File: config.mk
export PLATFORM = sky130hd
export DESIGN_NAME = shot_hit_detector
export DESIGN_NICKNAME = d
export VERILOG_FILES = /design/src/rtl/duck_pkg.sv /design/src/rtl/score_counter.sv /design/src/rtl/shot_hit_detector.sv
export SDC_FILE = /design/constraint.sdc
export NUM_CORES = 1
export LEC_CHECK = 0
export ABC_AREA = 1
export CORE_ASPECT_RATIO = 1.75
export CORE_MARGIN = 8
export CORE_UTILIZATION = 25
export CTS_BUF_LIST = sky130_fd_sc_hd__clkbuf_8 sky130_fd_sc_hd__clkbuf_16
export DETAILED_ROUTE_END_ITERATION = 7
export GPL_ROUTABILITY_DRIVEN = 0
export SLEW_MARGIN = 15
export SYNTH_ARGS = -nofsm -noshare
export SYNTH_HDL_FRONTEND = slang
export SYNTH_SLANG_ARGS = --single-unit
File: constraint.sdc
create_clock -name clk -period 3.25 [get_ports clk]
set_input_delay 0.325 -clock clk [delete_from_list [all_inputs] [get_ports clk]]
set_output_delay 0.325 -clock clk [all_outputs]
set_load 0.05 [all_outputs]
File: src/rtl/duck_pkg.sv
// Shared constants and types for the duck-hunt shot path.
package duck_pkg;
  localparam int COORD_W   = 10;
  localparam int SCORE_MAX = 999;
  localparam int SPAWN_Y   = 424;
  localparam int EXT_W     = 12;

  typedef enum logic [1:0] {SCAN, KILL, COOLDOWN} hit_state_e;

  typedef struct packed {
    logic               bullet_valid;
    logic               duck_alive;
    logic [2:0]         idx;
    logic [COORD_W-1:0] bx;
    logic [COORD_W-1:0] by;
    logic [COORD_W-1:0] dx;
    logic [COORD_W-1:0] dy;
  } shot_stage_t;
endpackage

File: src/rtl/score_counter.sv
// Saturating hit counter; 3-digit BCD when SHOT_SCORE_BCD_EN is defined, binary otherwise.
module score_counter import duck_pkg::*; (
  input  logic        clk,
  input  logic        reset,
  input  logic        inc,
  output logic [11:0] score
);
`ifdef SHOT_SCORE_BCD_EN
  logic [3:0] d2, d1, d0;
  logic       at_max;

  assign at_max = (d2 == 4'(SCORE_MAX / 100)) && (d1 == 4'((SCORE_MAX / 10) % 10)) &&
                  (d0 == 4'(SCORE_MAX % 10));

  always_ff @(posedge clk) begin
    if (reset) begin
      d2 <= '0;
      d1 <= '0;
      d0 <= '0;
    end else if (inc && !at_max) begin
      if (d0 == 4'd9) begin
        d0 <= '0;
        if (d1 == 4'd9) begin
          d1 <= '0;
          d2 <= d2 + 4'd1;
        end else begin
          d1 <= d1 + 4'd1;
        end
      end else begin
        d0 <= d0 + 4'd1;
      end
    end
  end

  assign score = {d2, d1, d0};
`else
  logic [9:0] cnt;

  always_ff @(posedge clk) begin
    if (reset)                              cnt <= '0;
    else if (inc && cnt != 10'(SCORE_MAX))  cnt <= cnt + 10'd1;
  end

  assign score = {2'b00, cnt};
`endif
endmodule

File: src/rtl/shot_hit_detector.sv
// Bullet/duck overlap detector with kill handshake and post-kill cooldown.
// Score format selected by SHOT_SCORE_BCD_EN (see score_counter).
module shot_hit_detector import duck_pkg::*; #(
  parameter int DUCK_W          = 32,
  parameter int DUCK_H          = 32,
  parameter int BULLET_W        = 2,
  parameter int COOLDOWN_CYCLES = 1000
) (
  input  logic                      clk,
  input  logic                      reset,
  input  logic [COORD_W-1:0]        bullet_x,
  input  logic signed [COORD_W-1:0] bullet_y,
  input  logic                      bullet_valid,
  input  logic [2:0]                bullet_idx,
  input  logic [COORD_W-1:0]        duck_x,
  input  logic [COORD_W-1:0]        duck_y,
  input  logic                      duck_alive,
  output logic                      kill_valid,
  output logic [2:0]                kill_idx,
  input  logic                      kill_ready,
  output logic                      hit,
  output logic                      duck_hit,
  output logic [11:0]               score
);
  localparam int CNT_W = (COOLDOWN_CYCLES > 1) ? $clog2(COOLDOWN_CYCLES) : 1;
  localparam logic [CNT_W-1:0] CNT_LOAD = CNT_W'(COOLDOWN_CYCLES - 1);
  localparam logic signed [EXT_W-1:0] BW_E = EXT_W'(BULLET_W);
  localparam logic signed [EXT_W-1:0] DW_E = EXT_W'(DUCK_W);
  localparam logic signed [EXT_W-1:0] DH_E = EXT_W'(DUCK_H);

  shot_stage_t s1;
  hit_state_e  state;
  logic [CNT_W-1:0] cnt;
  logic signed [EXT_W-1:0] bx, by, dx, dy;
  logic ov, score_inc;

  // Stage 1: snapshot of everything the overlap test needs.
  always_ff @(posedge clk) begin
    if (reset) s1 <= '0;
    else       s1 <= '{bullet_valid: bullet_valid, duck_alive: duck_alive, idx: bullet_idx,
                       bx: bullet_x, by: bullet_y, dx: duck_x, dy: duck_y};
  end

  // Widen to 12 bits so a bullet above the screen top never wraps into range.
  assign bx = $signed({2'b00, s1.bx});
  assign by = {{2{s1.by[COORD_W-1]}}, s1.by};
  assign dx = $signed({2'b00, s1.dx});
  assign dy = $signed({2'b00, s1.dy});

  assign ov = s1.bullet_valid & s1.duck_alive & (bx + BW_E > dx) & (bx < dx + DW_E) &
              (by >= dy) & (by < dy + DH_E);

  assign score_inc = (state == SCAN) & ov;
  assign duck_hit  = (state != SCAN);

  // Stage 2: the overlap result lands directly in the FSM registers.
  always_ff @(posedge clk) begin
    if (reset) begin
      state      <= SCAN;
      kill_valid <= 1'b0;
      kill_idx   <= '0;
      hit        <= 1'b0;
      cnt        <= '0;
    end else begin
      hit <= 1'b0;
      case (state)
        SCAN: if (ov) begin
          state      <= KILL;
          hit        <= 1'b1;
          kill_valid <= 1'b1;
          kill_idx   <= s1.idx;
        end
        KILL: if (kill_ready) begin
          state      <= COOLDOWN;
          kill_valid <= 1'b0;
          cnt        <= CNT_LOAD;
        end
        COOLDOWN: begin
          if (cnt == '0) state <= SCAN;
          else           cnt   <= cnt - 1'b1;
        end
        default: state <= SCAN;
      endcase
    end
  end

  score_counter u_score (
    .clk   (clk),
    .reset (reset),
    .inc   (score_inc),
    .score (score)
  );
endmodule

==> run metrics <==
clock slew at reported path FFs=~0.060 ns; Hold Path Class=flip-flop to flip-flop; min Tclk post-route=2.852 ns; max-cap viol count=0; width of the die=~110 um; Max stage delay on crit path=0.39 ns; clk_skew=approximately 0.0063 ns; Fillers=roughly 1.6k; Mean Syn Cell Area=7.142 um2; wire per inst=11.51 um; Final period util=0.8776; drt pass-1 iters=5; total core area=15,390 um2; crit path DAT=approximately 3.1 ns; Post-synth EDFFs=0; Seq cells post-synth=72; DP HPWL=7581 um; max-slew violations=0; clk sinks=72; Worst setup SP type=flip-flop; # Post-CTS Setup Buffers=0; Num CTS Buffers=9; Final Power=0.002294 W; Max transition margin=0.5388; CP max-delay cell=dfxtp_1; initial antenna violation count=0; Post-CTS Hold Buffers=0; Placed Instances=slightly below 800; effective utilization at floorplan=0.2557; Max VDD drop=between 0.15 and 0.2 mV; All-Layer GR Usage=0.09616; commonest non-fill, non-tap cell in the layout=inv_1; Synth Flop Type=dfxtp_1; DRC viols=0; Worst setup EP type=flip-flop; share of cells above drive strength 1=0.04187; Post-Route WL=just over 9000 um; Resized Gates After CTS=0; vias in the first global route=3,554; CP Class=flip-flop to flip-flop; synth unique cells=34; clk root buf=clkbuf_16; CTS max path bufs=2; Detail Route Antenna Nets=0; vias=around 3.4k; maximum clock frequency=0.3506 GHz; die area=around 20,000 um2; Area Growth Syn to Fin=29.16%; status=completed; delay-heaviest family, CP=simple AND/OR/NAND/NOR gates; CP required=3.46 ns; endpoints failing setup=0; port bufs=63; leakage power=2.372 nW; H-tree level count=3; Net count, final=slightly above 700; sequential-to-total area share from yosys stat=0.3663; diodes inserted=0; register area=1441 um2; area share of the largest cell type after synthesis=0.3663; sum of negative setup slack=0 ns; unrepaired setup endpoints after global routing=no; Syn. warnings=0; vias per cell=4.248; row cnt=60; footprint of the multi-input gates=2004 um2; DR iter-0 viols=119; Worst-Skew Late Latency=0.33 ns; TritonCTS clock tree=built; most frequent cells in the layout=inv_1 (114), nor2_1 (91), nand2_1 (81), dfxtp_1 (72), clkdlybuf4s50_1 (62); CP max FO=12; CP Buf/Inv Count=2; Synth area leaders=dfxtp_1 (37%), ha_1 (13%), inv_1 (11%); Worst Max-Slew Pin Slew=0.6917 ns; Power per Cell Area=451.3 nW/um2; Die Ht=182.0 um; IO Count=66; non-filler cells, final=807; first-pass GRT wire length=15,930 um; largest net degree at the start of global routing=40; Cells after Synth=about 550; Post-synth ARST share=0; worst-path cell chain=ha_1 > nand3_1 > nor3b_1 > nand2_1 > xnor2_1 > ha_1 > inv_1 > o211ai_1 > inv_1 > nand2_1 > nand4_2 > nor2_2 > nand2_1 > nand2_1 > a21oi_1; final hold vios=0; GRT overflow=0; Crit path top cell by count=nand2_1; Synth area leader=dfxtp_1; synthesized area=3935 um2
sequential cells by signal (all words and copies together), names as in the netlist:
| name | cells |
|---|---|
| kill_idx | 3 |
| by | 10 |
| state | 2 |
| bx | 10 |
| cnt | 10 |
| kill_valid | 1 |
| hit | 1 |
| u_score.cnt | 10 |
| dy | 10 |
| dx | 10 |
| s1 | 5 |
tightest hold or removal path, delay by kind of cell (launching register included):
| family | cells | cell delay (ns) |
|---|---|---|
| AOI/OAI and AO/OA | 1 | 0.05 |
| and+or+nand+nor | 1 | 0.06 |
| DFF | 1 | 0.31 |
final cells by class:
type                    instances  share of cell area
clock buffers                  11             0.04973
clock inverters                 5             0.01551
inverters                     115             0.08493
multi-input cells             353              0.3944
flip-flops and latches         72              0.2836
well taps                     186             0.04579
repair buffers                 65              0.1260
per-layer routing:
metal  global-route usage  vias to the layer above  share of wire
met1              0.08965                     1529           0.39
met4              0.04728                        0          0.021
li1                     -                     1848              -
met5                    0                        -              0
met3              0.02376                       12          0.032
met2               0.1873                       39           0.55
Yosys cell counts, drive strengths merged, types with 3 or more instances:
library cell,count
inv,114
nor2,94
nand2,84
dfxtp,72
ha,40
a21oi,35
nand3,26
nand4,19
xnor2,11
o21ai,10
buf,7
xor2,7
nor3,6
clkbuf,5
a31oi,3
nand3b,3
nor3b,3
o21bai,3
where the power goes:
part / switching [W] / internal [W]
Sequential: 0.0000216 / 0.000914
Combinational: 0.000148 / 0.000134
Clock: 0.000364 / 0.000712
worst paths after layout:
check | cells past startpoint | startpoint | endpoint | slack, ns
max | 15 | bx[1] | kill_idx[2] | 0.40
min | 2 | kill_idx[2] | kill_idx[2] | 0.47
max reg2reg | 15 | bx[1] | kill_idx[2] | 0.40
min reg2reg | 2 | kill_idx[2] | kill_idx[2] | 0.47
cells by family (layout without fill, tap and decap cells):
| family | after synthesis | in the layout | synth area share |
|---|---|---|---|
| AOI/OAI and AO/OA | 57 | 57 | 0.07981 |
| xor gates and xnor gates | 18 | 18 | 0.04006 |
| adders and majority gates | 40 | 40 | 0.1272 |
| buffers and inverters | 127 | 196 | 0.1253 |
| DFF | 72 | 72 | 0.3663 |
| other | 1 | 2 | 0.0009530 |
| and+or+nand+nor | 236 | 236 | 0.2604 |
stage by stage:
step	utilization	setup slack (ns)	hold slack (ns)	area (um2)
3_5_place_dp	0.3087	0.3774	0.4596	4751
5_1_grt	0.3302	0.04455	0.4965	5082
3_3_place_gp	0.3087	0.4324	0.4581	4751
2_1_floorplan	-	0.8116	0.4273	3939
4_1_cts	0.3302	0.3782	0.4665	5082
6_report	0.3302	0.3978	0.4684	5082
Power figures use the tool's default switching activity.
==> edit 1: new RTL, config.mk and constraints unchanged <==
Re-encode `hit_state_e` (3 states) as one-hot, 3 bits wide.
--- a/src/rtl/duck_pkg.sv
+++ b/src/rtl/duck_pkg.sv
@@ -6,5 +6,5 @@
   localparam int EXT_W     = 12;
 
-  typedef enum logic [1:0] {SCAN, KILL, COOLDOWN} hit_state_e;
+  typedef enum logic [2:0] {SCAN = 3'b001, KILL = 3'b010, COOLDOWN = 3'b100} hit_state_e;
 
   typedef struct packed {
Function: no difference found for any inputs over 10 cycles, from zero or initial values and one cycle with reset high; not proved beyond that.
==> edit 1 against the original RTL <==
Worst setup slack better by 0.034 ns. Power shrank 6.3%. Count of clock-buffer cells in the layout grew 1. Area after synthesis grew 0.54%. Global-route usage is 0.14 points lower. Combinational power shrank 11%. Die area is 0.48% higher. Largest cell class unchanged. Sequential cell count is 1 higher. Final cell count down 0.25%. Final area decreased by 0.20%. Maximum frequency increased by 1.2%. Routed wire length rose by 0.12%.
==> edit 1: results (changes against the original RTL) <==
- Outcome: completed
- NumNets Final: 698 (-0.85%)
- Maximum vdd drop: 0.224 mV (+29%)
- Drt via density: 4.23 (-0.31%)
- Worst reg2reg startpoint: bx[1]
- Worst-Margin Slew: 0.752 ns (+0.0598 ns)
- Crit path DAT: 3.00 ns (-0.06 ns)
- First-pass GRT wire length: 15500 um (-2.7%)
- Synth top area cells: dfxtp_1 37%, ha_1 13%, inv_1 11%
- Worst hold path endpoint: kill_idx[2]
- R2R Setup Slk: 0.43 ns (+0.03 ns)
- Worst R2R Path Depth: 16 (+1)
- WL per Instance: 11.6 um (+0.37%)
- Skew-Pair Late Insertion Delay: 0.33 ns (about the same)
- Port bufs: 63 (unchanged)
- Vias in the first global route: 3380 (-4.9%)
- Sequential area share after synthesis: 36.9% (+0.31 points)
- Fin Clk Skew: 0.00730 ns (+0.00101 ns)
- Worst Path Max Fanout: 14 (+2)
- Final Hold Slack: 0.462 ns (-0.00653 ns)
- Pleak: 2.37 nW (-0.18%)
- Sw Share: 24.2% (+0.97 points)
- Share of post-route cells with drive strength above 1: 3.90% (-0.28 points)
- Commonest cells in the netlist: 113 x inv_1, 86 x nor2_1, 76 x nand2_1
- Initial antenna violation count: 1 (+1)
- Hold WC Path Type: reg2reg
- Pre-antenna DRT Iters: 4 (-1)
- Hold_sp: s1[42]
- DRT iter0 DRCs: 122 (+2.5%)
- Largest net degree at the start of global routing: 42 (+5.0%)
- Cell depth of the worst min-delay path: 2 (unchanged)
- Count of different cell masters after synthesis: 33 (-2.9%)
- R2R Path End: u_score.cnt[8]
- GRT Util Overall: 9.48% (-0.14 points)
- DP HPWL: 7420 um (-2.1%)
-- edit 1: worst max-delay path, stage by stage, from the launching register on --
cell and delay (ns):
dfxtp_1 0.39, ha_1 0.20, nand3_1 0.14, nor3b_1 0.26
nand2_1 0.10, xnor2_1 0.14, ha_1 0.28, and3_1 0.18
nand2_1 0.06, nand2_1 0.05, nand2_1 0.04, nand2_1 0.05
nand3_1 0.10, nor2_4 0.28, nand3_2 0.22, nand2_1 0.11
a21oi_1 0.06
-- edit 1: cells by family (layout without fill, tap and decap cells) --
| group | count (synthesis) | count (layout) | synth area share (%) |
|---|---|---|---|
| other cells | 1 | 3 | 0.0948 |
| fa+ha+maj | 40 | 40 | 12.7 |
| flops | 73 | 73 | 36.9 |
| compound gates | 56 | 56 | 7.50 |
| xor+xnor | 26 | 26 | 5.76 |
| buf+inv | 127 | 196 | 12.4 |
| simple gates | 222 | 222 | 24.6 |
-- edit 1: worst max path at each step --
stage / cells after the start / from / end / slack [ns]
after CTS: 16 / bx[1] / u_score.cnt[5] / 0.38
after global routing: 16 / bx[1] / u_score.cnt[8] / 0.12
after floorplan: 16 / bx[1] / u_score.cnt[3] / 0.83
after detailed placement: 16 / bx[1] / u_score.cnt[5] / 0.39
after global placement: 16 / bx[1] / u_score.cnt[9] / 0.45
final: 16 / bx[1] / u_score.cnt[8] / 0.43
-- edit 1: metrics by stage --
step	util (%)	cell area, um^2	power [mW]	setup WS, ns	instances
after global placement	30.4	4780	1.22	0.452	788
after detailed placement	30.4	4780	1.22	0.395	788
after CTS	32.2	5070	2.19	0.380	804
final	32.3	5070	2.15	0.432	805
after floorplan	-	3960	1.12	0.827	546
after global routing	32.3	5070	2.26	0.117	805
-- edit 1: power by group through the flow --
stage / clock, mW / combinational [mW] / sequential, mW
floorplan: 0 / 0.159 / 0.962
global placement: 0 / 0.252 / 0.967
detailed placement: 0 / 0.253 / 0.967
CTS: 0.983 / 0.255 / 0.948
global route: 1.02 / 0.292 / 0.951
finish: 0.951 / 0.250 / 0.947
-- edit 1: area by class of cell --
class,instances,area (um^2)
clock buffer,12,267
fill,1684,10700
timing repair buffer,65,641
tap,189,236
inverter,115,432
multi-input combinational,346,2010
clock inverter,4,26.3
antenna,1,2.50
sequential,73,1460
-- edit 1: per-layer routing --
metal	up-vias	part of all wire [%]	GRT usage (%)
met1	1515	38	9.00
li1	1825	-	-
met3	14	3.7	2.37
met2	55	55	17.8
met4	0	3.2	5.79
met5	-	0	0
==> edit 2: new RTL, same settings <==
Made on the original files. `COOLDOWN_CYCLES`: 1000 -> 2000.
--- a/src/rtl/shot_hit_detector.sv
+++ b/src/rtl/shot_hit_detector.sv
@@ -5,5 +5,5 @@
   parameter int DUCK_H          = 32,
   parameter int BULLET_W        = 2,
-  parameter int COOLDOWN_CYCLES = 1000
+  parameter int COOLDOWN_CYCLES = 2000
 ) (
   input  logic                      clk,
Behaviour: no difference found for any inputs over 10 cycles, from zero or initial values and one cycle with reset high; that may be too few to reach the edited logic, so the function may still have changed.
==> edit 2 against the original RTL <==
Clock skew is 0.0022 ns higher. Via count is 2.0% higher. Hold slack worse by 0.0066 ns. Power is 7.1% lower. Area after synthesis is 0.41% higher. Worst setup slack better by 0.25 ns. Final area is 0.57% lower. Routed wire length is 1.2% higher. Final cell count is 0.62% higher. Count of clock-buffer cells in the layout is 2 lower. Sequential cell count is 1 higher.
==> edit 2: results (changes against the original RTL) <==
- P_sw: 0.560 mW (+4.9%)
- Synth Area in XOR/XNOR: 4.21% (+0.21 points)
- Cells after synthesis: 552 (+0.18%)
- DRT iter0 DRCs: 107 (-10%)
- Clock Sinks: 73 (+1.4%)
- Post-CTS Setup Bufs: 0 (unchanged)
- Multi-input gates: 354 (+0.28%)
- Fraction of area in multi-input gates: 39.6% (+0.20 points)
- Number of non-clock buffers in the layout: 67 (+3.1%)
- Maximum vdd drop: 0.215 mV (+24%)
- Placed insts: 796 (+0.63%)
- Logic inverters: 113 (-1.7%)
- Combinational power share: 12.7% (+0.4 points)
- Placed cell area: 4780 um^2 (+0.63%)
- Sequential area share after synthesis: 37.0% (+0.36 points)
- Worst Setup SP: bx[1]
- NonClk Buf Share: 13.0% (+0.37 points)
- CTS Buffer Depth: 2 (unchanged)
- Fin Clk Skew: 0.00844 ns (+0.00215 ns)
- Clock buf/inv share: 5.40% (-1.1 points)
- Worst Path Max Fanout: 10 (-2)
- GRT Util Overall: 9.50% (-0.12 points)
- Met2 wire length: 5440 um (+5.9%)
- Seq/total area: 28.9% (+0.56 points)
- Largest net degree at the start of global routing: 32 (-20%)
- Drt via density: 4.30 (+1.3%)
- Pleak: 2.41 nW (+1.4%)
- Crit path max-delay family: simple AND/OR/NAND/NOR gates
- NumNets Final: 706 (+0.28%)
- Compound-cell area share of the yosys netlist: 8.71% (+0.73 points)
- Met3 usage: 1.84% (-0.54 points)
- Clock Root Buffer: clkbuf_16
- Top Consumer: sequential cells
- Pre-antenna DRT Iters: 4 (-1)
- Crit path DAT: 2.81 ns (-0.25 ns)
- Share of post-route cells with drive strength above 1: 4.01% (-0.17 points)
- M1 WL: 3500 um (-4.1%)
- Slowest CP cell: dfxtp_1
- Count of different cell masters after synthesis: 29 (-15%)
- Initial antenna violation count: 0 (unchanged)
- # fillers: 1632 (+0.25%)
- Synth top area cells: dfxtp_1 37%, ha_1 13%, inv_1 11%
- Hold_sp: cnt[0]
- WL per Instance: 11.6 um (+0.63%)
- Outcome: completed
- Full die area: 20200 um^2 (+0.37%)
- Main synth FF type: dfxtp_1
- Met3 WL: 271 um (-8.8%)
- DP HPWL: 7600 um (+0.23%)
- Commonest cells in the netlist: 112 x inv_1, 90 x nor2_1, 88 x nand2_1
- Slew HR: 61.4% (+7.5 points)
- Via count: 3495 (+2.0%)
- First-pass GRT wire length: 15900 um (-0.39%)
- Sequential power: 0.948 mW (+1%)
- Highest Signal Layer: met4
- Met2 Resource Use GR: 19.3% (+0.55 points)
- Post-synthesis adder-cell area fraction: 12.7% (-0.052 points)
- GR Util met1: 8.42% (-0.54 points)
==> edit 2: cell count changes after synthesis, moves of 3 or more <==
cell,unedited run,this run
nand3_1,26,17
nand2_1,81,88
a31oi_1,3,7
xor2_1,7,11
a21o_1,1,4
buf_1,3,0
clkbuf_1,5,8
nand2_2,3,0
nand4_1,18,21
nor3b_1,3,0
xnor2_1,11,8
==> edit 2: path summary, 6_finish.rpt <==
path / end / slack, ns / cells past startpoint
max: u_score.cnt[7] / 0.65 / 16
min: cnt[0] / 0.46 / 1
max reg2reg: u_score.cnt[7] / 0.65 / 16
min reg2reg: cnt[0] / 0.46 / 1
==> edit 2: stage by stage <==
step	setup slack, ns	hold WS [ns]	utilization [%]	total power, mW
after floorplan	0.949	0.431	-	1.14
after global placement	0.702	0.448	30.6	1.24
after detailed placement	0.635	0.455	30.6	1.25
after CTS	0.615	0.466	32.3	2.18
after global routing	0.281	0.485	32.3	2.25
final	0.651	0.462	32.3	2.13
